===== src/rtl/game_pkg.sv =====
// game_pkg: shared definitions for the round sequencer slice.
//   - rs_state_e : state codes of round_sequencer (IDLE=0 .. OVER=4)
//   - *_W        : widths of the lives, scrolls and time counters, plus the
//                  frame and banner counters
package game_pkg;

  localparam int LIVES_W  = 3;
  localparam int SCROLL_W = 4;
  localparam int TIME_W   = 7;
  localparam int FRAME_W  = 8;
  localparam int BANNER_W = 8;

  typedef enum logic [2:0] {
    RS_IDLE  = 3'd0,
    RS_PLAY  = 3'd1,
    RS_HIT   = 3'd2,
    RS_CLEAR = 3'd3,
    RS_OVER  = 3'd4
  } rs_state_e;

endpackage


===== src/rtl/frame_sec_timer.sv =====
// frame_sec_timer: per-life countdown in whole seconds, advanced only by
// frame ticks.
// Ports:
//   clk, rst       : clock, asynchronous active-low reset
//   frame_tick     : one-cycle pulse per video frame
//   load           : reload time_left with TIME_LIMIT_S and clear the frame count
//   run            : allow frame_tick to advance the count this cycle
//   time_left      : registered seconds remaining
//   expire         : combinational, high in the cycle whose clock edge moves
//                    time_left from 1 to 0 (one cycle wide)
module frame_sec_timer
  import game_pkg::*;
#(
  parameter int TIME_LIMIT_S   = 60,
  parameter int FRAMES_PER_SEC = 60
) (
  input  logic              clk,
  input  logic              rst,
  input  logic              frame_tick,
  input  logic              load,
  input  logic              run,
  output logic [TIME_W-1:0] time_left,
  output logic              expire
);

  localparam logic [FRAME_W-1:0] LAST_FRAME = FRAME_W'(FRAMES_PER_SEC - 1);
  localparam logic [TIME_W-1:0]  TIME_LOAD  = TIME_W'(TIME_LIMIT_S);

  logic [FRAME_W-1:0] frameCnt;
  logic               secondDone;

  assign secondDone = run && frame_tick && (frameCnt == LAST_FRAME);
  // load and run are never both asserted by the sequencer, so expire does
  // not look at load; that keeps it free of a path back into the FSM logic.
  assign expire     = secondDone && (time_left == TIME_W'(1));

  always_ff @(posedge clk or negedge rst) begin
    if (!rst) begin
      frameCnt  <= '0;
      time_left <= '0;
    end else if (load) begin
      frameCnt  <= '0;
      time_left <= TIME_LOAD;
    end else if (run && frame_tick) begin
      if (frameCnt == LAST_FRAME) begin
        frameCnt <= '0;
        if (time_left != '0) begin
          time_left <= time_left - TIME_W'(1);
        end
      end else begin
        frameCnt <= frameCnt + FRAME_W'(1);
      end
    end
  end

endmodule


===== src/rtl/round_sequencer.sv =====
// round_sequencer: sequences one round of play (arm/freeze motion, scroll
// count, per-life time limit, lives, level_passed / lose pulses).
// Ports:
//   clk, rst      : clock, asynchronous active-low reset
//   frame_tick    : one-cycle pulse per video frame
//   start_btn     : level, rising edge starts a game / leaves OVER
//   scroll_hit    : one-cycle pulse per scroll collected
//   wall_hit      : level while overlapping a wall, rising edge is a fault
//   game_done     : sampled only when the CLEAR banner expires
//   move_en       : player motion allowed (registered)
//   level_passed  : one-cycle pulse on level completion
//   lose          : one-cycle pulse on losing the last life
//   lives         : lives remaining
//   scrolls_left  : scrolls still needed this level
//   time_left     : seconds remaining for the current life
//   banner_on     : high in HIT and CLEAR
//   state         : current state code (rs_state_e)
// level_passed and lose are fire-and-forget pulses: no handshake, the
// consumer must sample them on the cycle they are high.
module round_sequencer
  import game_pkg::*;
#(
  parameter int SCROLLS_PER_LEVEL = 4,
  parameter int LIVES             = 3,
  parameter int TIME_LIMIT_S      = 60,
  parameter int FRAMES_PER_SEC    = 60,
  parameter int BANNER_FRAMES     = 120
) (
  input  logic                clk,
  input  logic                rst,
  input  logic                frame_tick,
  input  logic                start_btn,
  input  logic                scroll_hit,
  input  logic                wall_hit,
  input  logic                game_done,
  output logic                move_en,
  output logic                level_passed,
  output logic                lose,
  output logic [LIVES_W-1:0]  lives,
  output logic [SCROLL_W-1:0] scrolls_left,
  output logic [TIME_W-1:0]   time_left,
  output logic                banner_on,
  output logic [2:0]          state
);

  localparam logic [BANNER_W-1:0] LAST_BANNER  = BANNER_W'(BANNER_FRAMES - 1);
  localparam logic [LIVES_W-1:0]  LIVES_LOAD   = LIVES_W'(LIVES);
  localparam logic [SCROLL_W-1:0] SCROLLS_LOAD = SCROLL_W'(SCROLLS_PER_LEVEL);

  rs_state_e           curState, nextState;
  logic [BANNER_W-1:0] bannerCnt, nextBanner;
  logic [LIVES_W-1:0]  nextLives;
  logic [SCROLL_W-1:0] nextScrolls;
  logic                nextLevelPassed, nextLose;
  logic                startPrev, wallPrev;
  logic                startRise, wallRise;
  logic                levelDone;
  logic                timerLoad, timerRun, timerExpire;

  assign state     = curState;
  assign startRise = start_btn && !startPrev;
  assign wallRise  = wall_hit && !wallPrev;
  assign levelDone = (curState == RS_PLAY) && scroll_hit &&
                     (scrolls_left == SCROLL_W'(1));

  // The clock stops for a completed level and for a wall fault in the same
  // cycle, so a simultaneous second boundary neither decrements time_left
  // nor registers a second fault.
  assign timerRun = (curState == RS_PLAY) && !levelDone && !wallRise;

  frame_sec_timer #(
    .TIME_LIMIT_S   (TIME_LIMIT_S),
    .FRAMES_PER_SEC (FRAMES_PER_SEC)
  ) u_timer (
    .clk        (clk),
    .rst        (rst),
    .frame_tick (frame_tick),
    .load       (timerLoad),
    .run        (timerRun),
    .time_left  (time_left),
    .expire     (timerExpire)
  );

  always_comb begin
    nextState       = curState;
    nextLives       = lives;
    nextScrolls     = scrolls_left;
    nextBanner      = bannerCnt;
    nextLevelPassed = 1'b0;
    nextLose        = 1'b0;
    timerLoad       = 1'b0;

    case (curState)
      RS_IDLE: begin
        if (startRise) begin
          nextLives   = LIVES_LOAD;
          nextScrolls = SCROLLS_LOAD;
          timerLoad   = 1'b1;
          nextState   = RS_PLAY;
        end
      end

      RS_PLAY: begin
        if (levelDone) begin
          // Completion outranks any fault arriving in the same cycle.
          nextScrolls     = '0;
          nextLevelPassed = 1'b1;
          nextBanner      = '0;
          nextState       = RS_CLEAR;
        end else begin
          if (scroll_hit && (scrolls_left != '0)) begin
            nextScrolls = scrolls_left - SCROLL_W'(1);
          end
          if (wallRise || timerExpire) begin
            if (lives > LIVES_W'(1)) begin
              nextLives  = lives - LIVES_W'(1);
              nextBanner = '0;
              nextState  = RS_HIT;
            end else begin
              nextLives = '0;
              nextLose  = 1'b1;
              nextState = RS_OVER;
            end
          end
        end
      end

      RS_HIT, RS_CLEAR: begin
        if (frame_tick) begin
          if (bannerCnt == LAST_BANNER) begin
            nextBanner = '0;
            if ((curState == RS_CLEAR) && game_done) begin
              nextState = RS_OVER;
            end else begin
              timerLoad = 1'b1;
              nextState = RS_PLAY;
              if (curState == RS_CLEAR) begin
                nextScrolls = SCROLLS_LOAD;
              end
            end
          end else begin
            nextBanner = bannerCnt + BANNER_W'(1);
          end
        end
      end

      RS_OVER: begin
        if (startRise) begin
          nextState = RS_IDLE;
        end
      end

      default: begin
        nextState = RS_IDLE;
      end
    endcase
  end

  always_ff @(posedge clk or negedge rst) begin
    if (!rst) begin
      curState     <= RS_IDLE;
      bannerCnt    <= '0;
      lives        <= '0;
      scrolls_left <= '0;
      level_passed <= 1'b0;
      lose         <= 1'b0;
      move_en      <= 1'b0;
      banner_on    <= 1'b0;
      startPrev    <= 1'b0;
      wallPrev     <= 1'b0;
    end else begin
      curState     <= nextState;
      bannerCnt    <= nextBanner;
      lives        <= nextLives;
      scrolls_left <= nextScrolls;
      level_passed <= nextLevelPassed;
      lose         <= nextLose;
      move_en      <= (nextState == RS_PLAY);
      banner_on    <= (nextState == RS_HIT) || (nextState == RS_CLEAR);
      startPrev    <= start_btn;
      wallPrev     <= wall_hit;
    end
  end

endmodule


===== config.mk =====
export PLATFORM = sky130hd
export DESIGN_NAME = round_sequencer
export DESIGN_NICKNAME = d
export VERILOG_FILES = /design/src/rtl/game_pkg.sv /design/src/rtl/frame_sec_timer.sv /design/src/rtl/round_sequencer.sv
export SDC_FILE = /design/constraint.sdc
export NUM_CORES = 1
export LEC_CHECK = 0
export ABC_AREA = 1
export CELL_PAD_IN_SITES_DETAIL_PLACEMENT = 0
export CELL_PAD_IN_SITES_GLOBAL_PLACEMENT = 1
export CORE_ASPECT_RATIO = 1.1
export CORE_MARGIN = 2
export CORE_UTILIZATION = 30
export CTS_CLUSTER_DIAMETER = 120
export CTS_CLUSTER_SIZE = 14
export DETAILED_ROUTE_END_ITERATION = 10
export PLACE_DENSITY = 0.57
export SYNTH_ARGS = -nofsm -noshare
export SYNTH_HDL_FRONTEND = slang
export SYNTH_SLANG_ARGS = --single-unit

===== constraint.sdc =====
create_clock -name clk -period 1.75 [get_ports clk]
set_input_delay 0.4375 -clock clk [delete_from_list [all_inputs] [get_ports clk]]
set_output_delay 0.4375 -clock clk [all_outputs]
set_load 0.01 [all_outputs]

## After elaboration in Yosys (flattened, before gate mapping)

Cells that the tools add are included.

- Bits in registers: 39
- Bits in latches: 0
- Bits in writable memories: 0
- Bits in read-only memories: 0
- Input port bits: 7
- Output and inout port bits: 21
- Logic and storage cells: 116
- Memories kept: 0

- Add/sub/neg operators: 5
- Multipliers: 0
- Div/mod/pow operators: 0
- Order comparisons: 1
- Eq/ne operators: 21
- Shift operators: 0
- Multiplexer cells: 46
- Bitwise operators: 0
- Reductions and logical operators: 31

Operator list:

| cell | count |
|---|---|
| $mux 8 | 8 |
| $mux 3 | 12 |
| $mux 4 | 7 |
| $mux 7 | 4 |
| $add 8x1->8 const B | 2 |
| $pmux 8 s2 | 1 |
| $eq 3x2->1 const B | 4 |
| $ne 2x2->1 const B | 6 |
| $pmux 3 s4 | 1 |
| $pmux 4 s3 | 1 |
| $logic_and 1x1->1 | 11 |
| $mux 1 | 10 |
| $reduce_bool 2->1 | 5 |
| $ne 3x2->1 const B | 3 |
| $eq 8x6->1 const B | 1 |
| $eq 8x7->1 const B | 1 |
| $reduce_and 4->1 | 2 |
| $eq 7x1->1 const B | 1 |
| $reduce_and 7->1 | 1 |
| $reduce_bool 7->1 | 1 |
| $sub 7x1->7 const B | 1 |
| $eq 3x1->1 const B | 2 |
| $pmux 3 s2 | 1 |
| $eq 4x1->1 const B | 1 |
| 13 further kinds | 17 |

## Longest topological paths before layout

- Depth in word-level cells: 15
- Gate-level depth with buffers: 12
- Depth with buffers taken out: 12

## Cells and area by module

From an unflattened synthesis, not the netlist that was laid out.

- Cells, all modules: 324
- Area total of the unflattened synthesis: 2,536.2 µm²

By module, submodules not included:

| module | instances | cells an instance | area an instance (µm²) | seq. area each (µm²) |
|---|---|---|---|---|
| round_sequencer | 1 | 194 | 1,500.2 | 600.6 |
| frame_sec_timer | 1 | 130 | 1,036.0 | 375.4 |

## Worst setup path after synthesis

Ideal clock, no wire load.

- Kind: reg-to-reg
- Start: register scrolls_left[1]
- End: register bannerCnt[6]
- Setup time: 117 ps
- Arrival time: 1,549 ps
- Required time: 1,633 ps
- Slack: 83 ps
- Cell stages (with the launch flop): 12
- Buffers on the path: 0
- Clock period less this slack: 1,667 ps
- Cell sequence: dfrtp_1 > inv_1 > ha_1 > nand2_1 > inv_1 > nand2_1 > nand2_1 > nor2_1 > nor2_2 > nand3_4 > nand2_1 > nand2_1

- Cells in the longest elaborated chain, start to end: 11
- Elaborated cells between the ends (all ways): 14
- Classes of those cells: eq/ne: 3; mux: 2; reduce/logical: 9

Ends and longest elaborated chain:

| element | line | RTL |
|---|---|---|
| start, declared | round_sequencer.sv:40 | `output logic [SCROLL_W-1:0] scrolls_left,` |
| start signal, assigned | round_sequencer.sv:175 | `scrolls_left <= nextScrolls;` |
| $eq 4x1->1 * | round_sequencer.sv:64 | `(scrolls_left == SCROLL_W'(1));` |
| $logic_and 1x1->1 * | round_sequencer.sv:63 | `assign levelDone = (curState == RS_PLAY) && scroll_hit &&` |
| $logic_not 1->1 | round_sequencer.sv:69 | `assign timerRun = (curState == RS_PLAY) && !levelDone && !wallRise;` |
| $logic_and 1x1->1 (2 in a row) | round_sequencer.sv:69 |  |
| $logic_and 1x1->1 (2 in a row) | frame_sec_timer.sv:32 | `assign secondDone = run && frame_tick && (frameCnt == LAST_FRAME);` |
| $logic_and 1x1->1 | frame_sec_timer.sv:35 | `assign expire = secondDone && (time_left == TIME_W'(1));` |
| $logic_or 1x1->1 | round_sequencer.sv:114 | `if (wallRise \|\| timerExpire) begin` |
| $ne 3x2->1 (no source line) | - |  |
| $reduce_and 4->1 (no source line) | - |  |
| end signal, assigned | round_sequencer.sv:173 | `bannerCnt <= nextBanner;` |
| end, declared | round_sequencer.sv:51 | `logic [BANNER_W-1:0] bannerCnt, nextBanner;` |

Mark *: on every way between the ends. The rest lies on a longest branch, timed or not.
A chain may end at the register's enable or synchronous reset.

## Final worst setup path

- Start: register scrolls_left[1]
- End: output scrolls_left[1]

No word-level cell between the ends.

==> flow_summary.json <==
{
  "outcome": "finished clean",
  "r2r_slack_ns": 0.13,
  "worstPathCellList": "buf_4 -> clkdlybuf4s50_1",
  "drc": 0,
  "wl_met3_um": 147,
  "cp.arrival_ns": 1.27,
  "layout.nets": 441,
  "antenna_found_initial": 0,
  "power.leakage_nw": 1.84,
  "design_area_um2": 3650,
  "synthTopCellsByArea": "dfrtp_1 39%, nand2_1 12%, nand3_1 6.8%",
  "core_um2": 8000,
  "cts_buffers": 5,
  "postLayoutCoreUtil": 0.457,
  "vias": 2402,
  "hold_viol": 0,
  "reg2reg_to": "u_timer.frameCnt[7]",
  "finClkSkew_ns": 0.00900,
  "slew_viol_final": 0,
  "yosys_register_bits": 39,
  "hold_buffers": 0,
  "wl_per_cell_um": 12.3,
  "cp-end-kind": "primary output",
  "tightest_slew_ns": 0.394,
  "synth_warnings": 0,
  "grt_overflow_total": 0,
  "pin_count": 28,
  "max_slew_margin": 0.737,
  "fin_cells": 535,
  "pwr-share-seq": 0.256,
  "rsz0062_at_grt": "true",
  "placed_area_um2": 3350,
  "dp_slack_ns": -0.280,
  "max_clock_freq_mhz": 587,
  "power_density_nw_per_um2": 1420,
  "netlist_instances": 325,
  "critPathMaxStageDelay_ns": 0.47,
  "clk-insertion-delay-late_ns": 0.29,
  "grt_max_degree": 18,
  "ys_seq_area_frac": 0.391,
  "gp_congestion": 0.764,
  "io_buffers": 27,
  "synth_top_area_share": 0.391,
  "grt_pass1_wl_um": 11000,
  "setup_violations": 0,
  "critical_path_required_ns": 1.31,
  "dp.cells": 514,
  "synth_area_per_cell_um2": 7.69,
  "area_growth_pct": 46.2,
  "drive_gt1_frac": 0.307,
  "post-route-period-util": 0.974,
  "syn-num-nets": 340,
  "grt_pass1_vias": 2353,
  "synth_edf_count": 0,
  "p_int_mw": 3.02,
  "multi_input_area_um2": 1450,
  "cts_sinks": 39,
  "tritoncts": "done",
  "chipHeight_um": 99.7,
  "reg2reg_from": "state[1]",
  "crit_type": "reg -> out",
  "seqCellArea_um2": 978,
  "start_util": 0.312,
  "rr_worst_depth": 10,
  "dpl.hpwl_um": 5170,
  "die_x_um": 91.0,
  "start_kind": "flip-flop",
  "period_needed_ns": 1.70,
  "syn_area_um2": 2500,
  "routed-wl-met2_um": 3440,
  "m1WireLength_um": 2890,
  "drt_first_pass_iters": 4,
  "most-common-layout-cells": "75 x nand2_1, 64 x buf_4, 37 x dfrtp_1",
  "worst_hold_path_type": "in -> async",
  "cts.path.max_buffers": 2,
  "drtIter0Drc": 56,
  "grtUsageTotal": 0.150,
  "cp_max_fo": 2,
  "synth_ff_type": "dfrtp_1",
  "async_flop_share": 1.00,
  "worst_slack_ns": 0.0455,
  "drv_cap": 0,
  "routed_wirelength_um": 6560,
  "crit_slowest_cell": "clkdlybuf4s50_1",
  "holdWs_ns": 0.0648,
  "layout_commonest_cell": "nand2_1",
  "n_fill_cell": 836,
  "switching_share": 0.418,
  "rows": 34,
  "top_layer": "met4",
  "synth_top_cell_by_area": "dfrtp_1",
  "clock_power_share": 0.115,
  "peakVddDrop_v": 0.000604,
  "clk_pin_slew_ns": 0.08,
  "p_switching_mw": 2.16,
  "vias_per_cell": 4.49,
  "cts-root-buf": "clkbuf_8",
  "ant_nets": 0,
  "power_frac_comb": 0.629,
  "yosysUniqueCellTypes": 36,
  "dieArea_um2": 9080,
  "n_antenna_cell": 0,
  "cts_max_level": 2
}
-- cell usage after synthesis (2+ instances only) --
master and instances:
inv_1 39, nand4_1 16, o21ai_0 6, nor2_1 36, buf_6 2, nor3_1 5
dfrtp_1 39, nand3_4 3, nor2_4 2, nand2_2 3, nor3b_1 2, ha_1 8
nand2_4 3, nor2_2 5, nand2_1 81, xor2_1 7, nand3_1 34, xnor2_1 3
inv_2 7, o21ai_1 8
-- power by group through the flow --
stage	logic [mW]	registers [mW]	clock network [mW]
after detailed placement	3.06	1.35	0
final	3.26	1.33	0.597
after floorplan	1.42	1.51	0
after CTS	3.10	1.32	0.628
after global routing	3.68	1.36	0.662
after global placement	3.08	1.35	0
-- final cells by class --
class                      instances  share of cell area
sequential                        39               0.268
clock inverter                     1             0.00137
multi-input combinational        237               0.396
tap                              108              0.0370
clock buffer                       7              0.0209
inverter                          47              0.0483
timing repair buffer              96               0.229
-- timing repair --
item,CTS,global route
pin swaps,0,14
setup endpoints to repair,10,37
gates resized for setup,10,37
buffers inserted,4,9
-- registers in the layout, indices dropped and copies added (netlist names) --
name / flops
lose: 1
state: 3
move_en: 1
u_timer.frameCnt: 8
u_timer.time_left: 7
startPrev: 1
lives: 3
wallPrev: 1
level_passed: 1
bannerCnt: 8
scrolls_left: 4
banner_on: 1
-- worst max-delay path: cells and delay by family, from the launching register on --
kind | cells | cell delay (ns)
buf+inv | 2 | 0.60
flops | 1 | 0.38
-- metal layers --
layer	up-vias	GRT usage
li1	1255	-
met1	1104	0.182
met2	36	0.275
met3	7	0.0242
met4	0	0.0443
met5	-	0
-- logic make-up after synthesis --
group                    share of synthesized area
AO/OA/AOI/OAI                               0.0726
XOR/XNOR                                    0.0351
AND/OR/NAND/NOR                              0.382
adder cells (fa/ha/maj)                     0.0401
buffers and inverters                       0.0796
flip-flops                                   0.391
-- metrics by stage --
step	setup TNS (ns)	power, mW
after global routing	-0.160	5.70
after global placement	-7.90	4.43
after CTS	0	5.05
after detailed placement	-7.80	4.41
final	0	5.18
after floorplan	0	2.93
-- worst max-delay path by stage --
stage                     cells after the start  slack [ns]                  from                   end
final                                         2        0.05       scrolls_left[1]       scrolls_left[1]
after global routing                         10       -0.03   u_timer.frameCnt[1]              lives[0]
after CTS                                    11       0.004  u_timer.time_left[4]              lives[1]
after detailed placement                     11       -0.28            scroll_hit              lives[1]
after global placement                       10       -0.28             start_btn  u_timer.time_left[3]
after floorplan                              11        0.08       scrolls_left[1]          bannerCnt[6]
No activity file was read; power rests on OpenSTA's default activity.
